===== config.mk =====
export PLATFORM = sky130hd
export DESIGN_NAME = led_scanner_gen
export DESIGN_NICKNAME = d
export VERILOG_FILES = /design/src/rtl/led_scanner_gen.sv
export SDC_FILE = /design/constraint.sdc
export NUM_CORES = 1
export LEC_CHECK = 0
export BUFFER_PORTS_ARGS = -buffer_cell sky130_fd_sc_hd__clkbuf_2
export CORE_ASPECT_RATIO = 0.6
export CORE_MARGIN = 2
export CORE_UTILIZATION = 29
export CTS_CLUSTER_DIAMETER = 150
export DETAILED_ROUTE_END_ITERATION = 6
export PLACE_DENSITY = 0.58
export REMOVE_ABC_BUFFERS = 1
export SYNTH_ARGS = -nofsm -noshare
export SYNTH_HDL_FRONTEND = slang
export SYNTH_SLANG_ARGS = --single-unit
export TNS_END_PERCENT = 30

===== constraint.sdc =====
create_clock -name clk -period 2.5 [get_ports clk]
set_input_delay 0.25 -clock clk [delete_from_list [all_inputs] [get_ports clk]]
set_output_delay 0.25 -clock clk [all_outputs]
set_load 0.05 [all_outputs]

===== src/rtl/led_scanner_gen.sv =====
`default_nettype none
// ============================================================================
// Module      : led_scanner_gen
// Description : Parametrised LED position scanner. A prescaler produces a
//               step every delay*2**DELAY_SHIFT+1 clocks. Each step moves a
//               position according to one of four run modes: bounce, wrap up,
//               wrap down or fill. The position is decoded onto the LED bank
//               as either a one-hot dot or a bar graph. A rising edge on pause
//               toggles between running and paused.
// Ports       : clk     - clock
//               reset   - synchronous, active-high reset
//               delay   - step period select, sampled at each reload
//               pause   - rising edge toggles run/pause
//               mode    - 00 BOUNCE, 01 WRAP_UP, 10 WRAP_DOWN, 11 FILL
//               led     - LED pattern (combinational decode of pos and mode)
//               pos     - current position, 0..N_LED-1
//               running - 1 = scanning, 0 = paused
//               tick    - one-cycle pulse aligned with each new pos
// Revision    : 1.0 - initial release
// ============================================================================
module led_scanner_gen #(
    parameter  int N_LED       = 10,
    parameter  int DELAY_W     = 4,
    parameter  int DELAY_SHIFT = 20,
    localparam int POS_W       = $clog2(N_LED)
) (
    input  logic               clk,
    input  logic               reset,
    input  logic [DELAY_W-1:0] delay,
    input  logic               pause,
    input  logic [1:0]         mode,
    output logic [N_LED-1:0]   led,
    output logic [POS_W-1:0]   pos,
    output logic               running,
    output logic               tick
);

    localparam int CNT_W = DELAY_W + DELAY_SHIFT;

    localparam logic [1:0] c_mode_bounce    = 2'b00;
    localparam logic [1:0] c_mode_wrap_up   = 2'b01;
    localparam logic [1:0] c_mode_wrap_down = 2'b10;
    localparam logic [1:0] c_mode_fill      = 2'b11;

    localparam logic c_dir_up   = 1'b0;
    localparam logic c_dir_down = 1'b1;

    localparam logic [POS_W-1:0] c_pos_first = '0;
    localparam logic [POS_W-1:0] c_pos_last  = POS_W'(N_LED - 1);
    localparam logic [POS_W-1:0] c_pos_penul = POS_W'(N_LED - 2);
    localparam logic [POS_W-1:0] c_pos_one   = POS_W'(1);

    logic [CNT_W-1:0] r_count;
    logic [POS_W-1:0] r_pos;
    logic             r_dir;
    logic             r_running;
    logic             r_pause_q;
    logic             r_tick;

    logic             w_pause_edge;
    logic [POS_W-1:0] w_next_pos;
    logic             w_next_dir;
    logic [CNT_W-1:0] w_reload;

    assign w_pause_edge = pause & ~r_pause_q;
    assign w_reload     = CNT_W'(delay) << DELAY_SHIFT;

    // Next position/direction for a step. dir only matters in BOUNCE but is
    // kept in every mode so a return to BOUNCE continues the old direction.
    always_comb begin
        w_next_pos = r_pos;
        w_next_dir = r_dir;
        case (mode)
            c_mode_bounce: begin
                if (r_dir == c_dir_up) begin
                    if (r_pos == c_pos_last) begin
                        w_next_pos = c_pos_penul;
                        w_next_dir = c_dir_down;
                    end else begin
                        w_next_pos = r_pos + c_pos_one;
                    end
                end else begin
                    if (r_pos == c_pos_first) begin
                        w_next_pos = c_pos_one;
                        w_next_dir = c_dir_up;
                    end else begin
                        w_next_pos = r_pos - c_pos_one;
                    end
                end
            end
            c_mode_wrap_down: begin
                w_next_pos = (r_pos == c_pos_first) ? c_pos_last : r_pos - c_pos_one;
            end
            c_mode_wrap_up, c_mode_fill: begin
                w_next_pos = (r_pos == c_pos_last) ? c_pos_first : r_pos + c_pos_one;
            end
            default: begin
                w_next_pos = r_pos;
            end
        endcase
    end

    // A pause edge takes precedence over a step in the same cycle: the
    // toggle happens and the count is left untouched, so the step is simply
    // deferred until running again.
    always_ff @(posedge clk) begin
        if (reset) begin
            r_count   <= '0;
            r_pos     <= c_pos_first;
            r_dir     <= c_dir_up;
            r_running <= 1'b1;
            r_pause_q <= 1'b0;
            r_tick    <= 1'b0;
        end else begin
            r_pause_q <= pause;
            r_tick    <= 1'b0;
            if (w_pause_edge) begin
                r_running <= ~r_running;
            end else if (r_running) begin
                if (r_count == '0) begin
                    r_count <= w_reload;
                    r_pos   <= w_next_pos;
                    r_dir   <= w_next_dir;
                    r_tick  <= 1'b1;
                end else begin
                    r_count <= r_count - CNT_W'(1);
                end
            end
        end
    end

    // LED decode: dot for the three scan modes, bar graph for FILL.
    generate
        for (genvar i = 0; i < N_LED; i++) begin : g_led
            localparam logic [POS_W-1:0] c_idx = POS_W'(i);
            assign led[i] = (mode == c_mode_fill) ? (c_idx <= r_pos) : (c_idx == r_pos);
        end
    endgenerate

    assign pos     = r_pos;
    assign running = r_running;
    assign tick    = r_tick;

endmodule
`default_nettype wire


==> results of run 1 <==
through the flow:
stage / TNS, ns / instance area [µm²]
after detailed placement: 0 / 2205
final: 0 / 2295
after global routing: 0 / 2295
after global placement: 0 / 2205
after floorplan: -0.2117 / 1863
after CTS: 0 / 2295
synthesized netlist by cell type, drive strengths merged (7+ instances only):
| library cell | instances | share of area, % |
|---|---|---|
| a21oi | 9 | 2.3 |
| a31oi | 7 | 2.3 |
| clkbuf | 13 | 2.5 |
| dfxtp | 32 | 33 |
| inv | 8 | 1.5 |
| nand2 | 31 | 6.0 |
| nand3 | 10 | 2.6 |
| nor2 | 23 | 4.5 |
| nor3 | 17 | 4.4 |
| nor4 | 11 | 4.3 |
| o21ai | 11 | 3.4 |
| xnor2 | 10 | 4.5 |
cell type report:
cell class | instances | area [µm²]
timing repair buffer | 39 | 232.7
sequential | 32 | 640.6
inverter | 8 | 30.03
multi-input combinational | 192 | 1192
tap | 87 | 108.9
clock buffer | 8 | 90.09
fill | 688 | 4267
power breakdown:
part	switching [µW]	total (µW)	internal (µW)	leakage (µW)
Clock	190	414	224	0.0000455
Combinational	1420	2330	906	0.000580
Sequential	204	913	708	0.000261
state kept, by name, summed over array words and instances (netlist names):
register,cells
pos,4
r_dir,1
running,1
tick,1
r_count,24
r_pause_q,1
cells by family after synthesis:
kind of cell               count (synthesis)  synth area share, %
AOI/OAI and AO/OA                         51                18.58
xor gates and xnor gates                  12                5.419
adders and majority gates                  6                3.871
buffers and inverters                     24                5.484
DFF                                       32                33.03
muxes                                      4                2.129
and+or+nand+nor                          119                31.48
final timing paths:
check | to | cells after the start
setup / recovery | r_count[18] | 5
hold / removal | r_pause_q | 2
setup reg to reg | r_count[18] | 5
hold reg to reg | r_count[22] | 2
metal layers:
layer	share of wire, %	vias up
met5	0	-
met4	1.3	0
met3	6.8	9
met2	39	69
met1	53	930
li1	-	973
worst max-delay path, stage by stage (launching register included):
cell and delay [ns]:
dfxtp_1 0.34, or3_1 0.39, or4_4 0.46, or3_1 0.49
o21ai_4 0.39, nor2_1 0.09
==> results.toml, run 1 <==
[status]
status = "finished, final reports clean"

[clocking]
cts_hold_buf = 0
cts_buffers = 5
cts_resized = 0
cts_buffer_depth = 2
h-tree-depth = 2
post-cts-setup-buffer-count = 0
clk_pin_slew_ns = 0.07
clk_latency_ns = 0.29
clock-root-buffer = "clkbuf_8"
cts_tree = "done"
clock_sinks = 32

[synth]
syn_area_per_cell_um2 = 7.820
synth_area_um2 = 1939
synth_edf_count = 0
async_reset_ff_share_pct = 0
syn_inst = 248
synth.ff_latch_count = 32
synth_cell_type_count = 46
ys_warn_count = 0
ys.flop_type = "dfxtp_1"
yosysSeqAreaShare_pct = 33.03

[setup_path]
start_kind = "flop"
regToRegSetupSlack_ns = 0.22
cp_max_fo = 12
worstSetupStartpoint = "r_count[18]"
crit_type = "reg -> reg"
cp-end-kind = "flop"
cp.arrival_ns = 2.44
r2r-start = "r_count[18]"
crit_required_ns = 2.66

[timing]
hold_violations = 0
layout_setup_ws_ns = 0.2206
relSlewSlack_pct = 71.29
grt_setup_unrepaired = "false"
setup-violations-final = 0
fin_worst_skew_ns = 0.006785
fmax_ghz = 0.4387
slew_violations = 0
period_needed_ns = 2.279
worst_slew_pin_slew_ns = 0.4301
holdWs_ns = 0.1964
min_period_over_period_pct = 91.17

[final_layout]
fin_util_pct = 34.97
layout_common_cells = "32 x dfxtp_1, 31 x nand2_1, 24 x clkbuf_2"
area_growth_pct = 18.32
layout.nets = 293
antennaDiodeCount = 0
fin_cells = 366
drive_above_1_share_pct = 17.92
mostFrequentLayoutCell = "dfxtp_1"

[global_route]
busiest_layer = "met1"
overflow = 0
globalRouteMet1Util_pct = 21.52
antenna_found_initial = 0
grt_pass1_vias = 1573
use_met3_pct = 3.378
grt_pass1_wl_um = 7941
use_met2_pct = 17.59
grt_util_all_layers_pct = 13.84
grt_max_degree = 22

[placement]
placedCellCount = 358
gp_congestion = 0.8123
dp_slack_ns = 0.2307
hpwlAfterDp_um = 3675
io_buffers = 24

[floorplan]
ios = 25
rows = 23
fp.dieH_um = 67.35
die_x_um = 109.6
die_area_um2 = 7379
core_um2 = 6561
start_util_pct = 29.56

[min_path]
min_from = "pause"
hold_path_class = "in -> reg"

[detailed_routing]
ant_nets = 0
vias = 1981
drc = 0
drt-total-wl_um = 5018
via_per_inst = 5.413
wire_per_inst_um = 13.71
drt-initial-drc-count = 93
first_pass_iters = 5

[power_and_ir_drop]
ir_drop_mv = 0.4779
finalPower_uw = 3654
p_leak_uw = 0.0008867
p_per_area_nw_per_um2 = 1592

[job]
drv_cap = 0
(Power assumes the default switching activity.)
==> run 2, diff against run 1 <==
==> constraint.sdc (replaced) <==
create_clock -name clk -period 2.5 [get_ports clk]
set_input_delay 0.125 -clock clk [delete_from_list [all_inputs] [get_ports clk]]
set_output_delay 0.125 -clock clk [all_outputs]
set_load 0.05 [all_outputs]
==> run 2 against run 1 <==
Compared with the run above: cell area is 0.22% lower; worst setup slack improved by 0.0071 ns; largest power group unchanged; clock skew decreased by 0.00075 ns; combinational power hardly changed; critical path type unchanged; largest cell class unchanged; global-route usage up 0.35 points; first-iteration DRC count increased by 15%; wire length down 2.3%.
==> results.toml, run 2 (same netlist as run 1, synthesis figures left out) <==
[status]
status = "finished, final reports clean"

[detailed_routing]
ant_nets = 0
drt-total-wl_um = 4902
first_pass_iters = 4
vias = 1887
via_per_inst = 5.170
wire_per_inst_um = 13.43
drc = 0
drt-initial-drc-count = 107

[min_path]
min_from = "pause"
hold_path_class = "in -> reg"

[timing]
fin_setup_tns_ns = 0
worst_slew_pin_slew_ns = 0.4928
hold_violations = 0
slew_violations = 0
setup-violations-final = 0
min_period_over_period_pct = 90.89
grt_setup_unrepaired = "false"
fmax_ghz = 0.4401
fin_worst_skew_ns = 0.006039
relSlewSlack_pct = 67.15
period_needed_ns = 2.272

[clocking]
cts_buffers = 5
clock_sinks = 32
clk_pin_slew_ns = 0.07
cts_tree = "done"
clock-root-buffer = "clkbuf_8"
clk_latency_ns = 0.29
cts_hold_buf = 0
h-tree-depth = 2
cts_buffer_depth = 2
post-cts-setup-buffer-count = 0
cts_resized = 0

[setup_path]
cpMostUsedCell = "or3_1"
worstSetupStartpoint = "r_count[18]"
cp_top_family = "simple AND/OR/NAND/NOR gates"
slowest_stage = "or3_1"
crit_type = "reg -> reg"
crit_required_ns = 2.66
cp-end-kind = "flop"
start_kind = "flop"
critPathBufInv = 0
cp.arrival_ns = 2.44
r2r-start = "r_count[18]"
crit_chain = "or3_1 -> or4_4 -> or3_1 -> o21ai_4 -> nor2_1"
max_stage_delay_ns = 0.48
cp_max_fo = 12

[global_route]
grt_pass1_vias = 1627
overflow = 0
grt_util_all_layers_pct = 14.20
grt_max_degree = 23
antenna_found_initial = 0
grt_pass1_wl_um = 8176

[floorplan]
ios = 25
core_um2 = 6561
start_util_pct = 29.56
die_x_um = 109.6
rows = 23
fp.dieH_um = 67.35
die_area_um2 = 7379

[final_layout]
n_fill_cell = 701
fin_cells = 365
drive_above_1_share_pct = 18.35
layout_common_cells = "32 x dfxtp_1, 31 x nand2_1, 24 x clkbuf_2"
regMostFlops = "r_count"
antennaDiodeCount = 0
area_growth_pct = 18.06
largest_reg_flops = 24
mostFrequentLayoutCell = "dfxtp_1"
layout.nets = 292

[power_and_ir_drop]
p_per_area_nw_per_um2 = 1589
ir_drop_mv = 0.4430
p_leak_uw = 0.0008874

[placement]
gp_congestion = 0.8157
hpwlAfterDp_um = 3566
placedCellCount = 357
io_buffers = 24

[job]
drv_cap = 0
-- run 2: path summary, 6_finish.rpt --
check                      to  slack (ns)  depth (start not counted)
setup / recovery  r_count[18]        0.23                          5
hold / removal      r_pause_q        0.08                          2
setup reg to reg  r_count[18]        0.23                          5
hold reg to reg   r_count[20]        0.47                          2
-- run 2: area by class of cell --
cell class	instances	area, µm²	area share (%)
Tap cell	87	108.9	4.754
Clock buffer	6	82.58	3.607
Inverter	8	30.03	1.311
Clock inverter	2	10.01	0.4372
Multi-Input combinational cell	192	1192	52.08
Timing Repair Buffer	38	225.2	9.836
Sequential cell	32	640.6	27.98
-- run 2: metrics by stage --
stage / hold WS, ns / total power [µW] / setup slack, ns / area [µm²] / utilization [%]
final: 0.07569 / 3638 / 0.2277 / 2290 / 34.90
after global routing: 0.1023 / 3959 / 0.1270 / 2290 / 34.90
after global placement: 0.3655 / 3212 / 0.2747 / 2197 / 33.49
after floorplan: 0.1941 / 2504 / 0.01051 / 1863 / -
after CTS: 0.07267 / 3646 / 0.2276 / 2290 / 34.90
after detailed placement: 0.3704 / 3204 / 0.2471 / 2197 / 33.49
-- run 2: power by group --
group	internal [µW]	switching (µW)	leakage [µW]
registers	708	193	0.000261
clock network	220	202	0.0000510
logic	904	1410	0.000575
total	1830	1810	0.000887
-- run 2: worst register-to-register path, cell delays in order, from the launching register on --
cell and delay (ns):
dfxtp_1 0.34, or3_1 0.40, or4_4 0.46, or3_1 0.48
o21ai_4 0.38, nor2_1 0.09
-- run 2: per-layer routing --
layer / track usage (%) / wire length (µm) / up-vias
met5: 0 / 0 / -
met4: 3.323 / 45 / 0
met1: 22.08 / 2579 / 853
met3: 3.764 / 340 / 4
met2: 18.90 / 1937 / 47
li1: - / - / 983
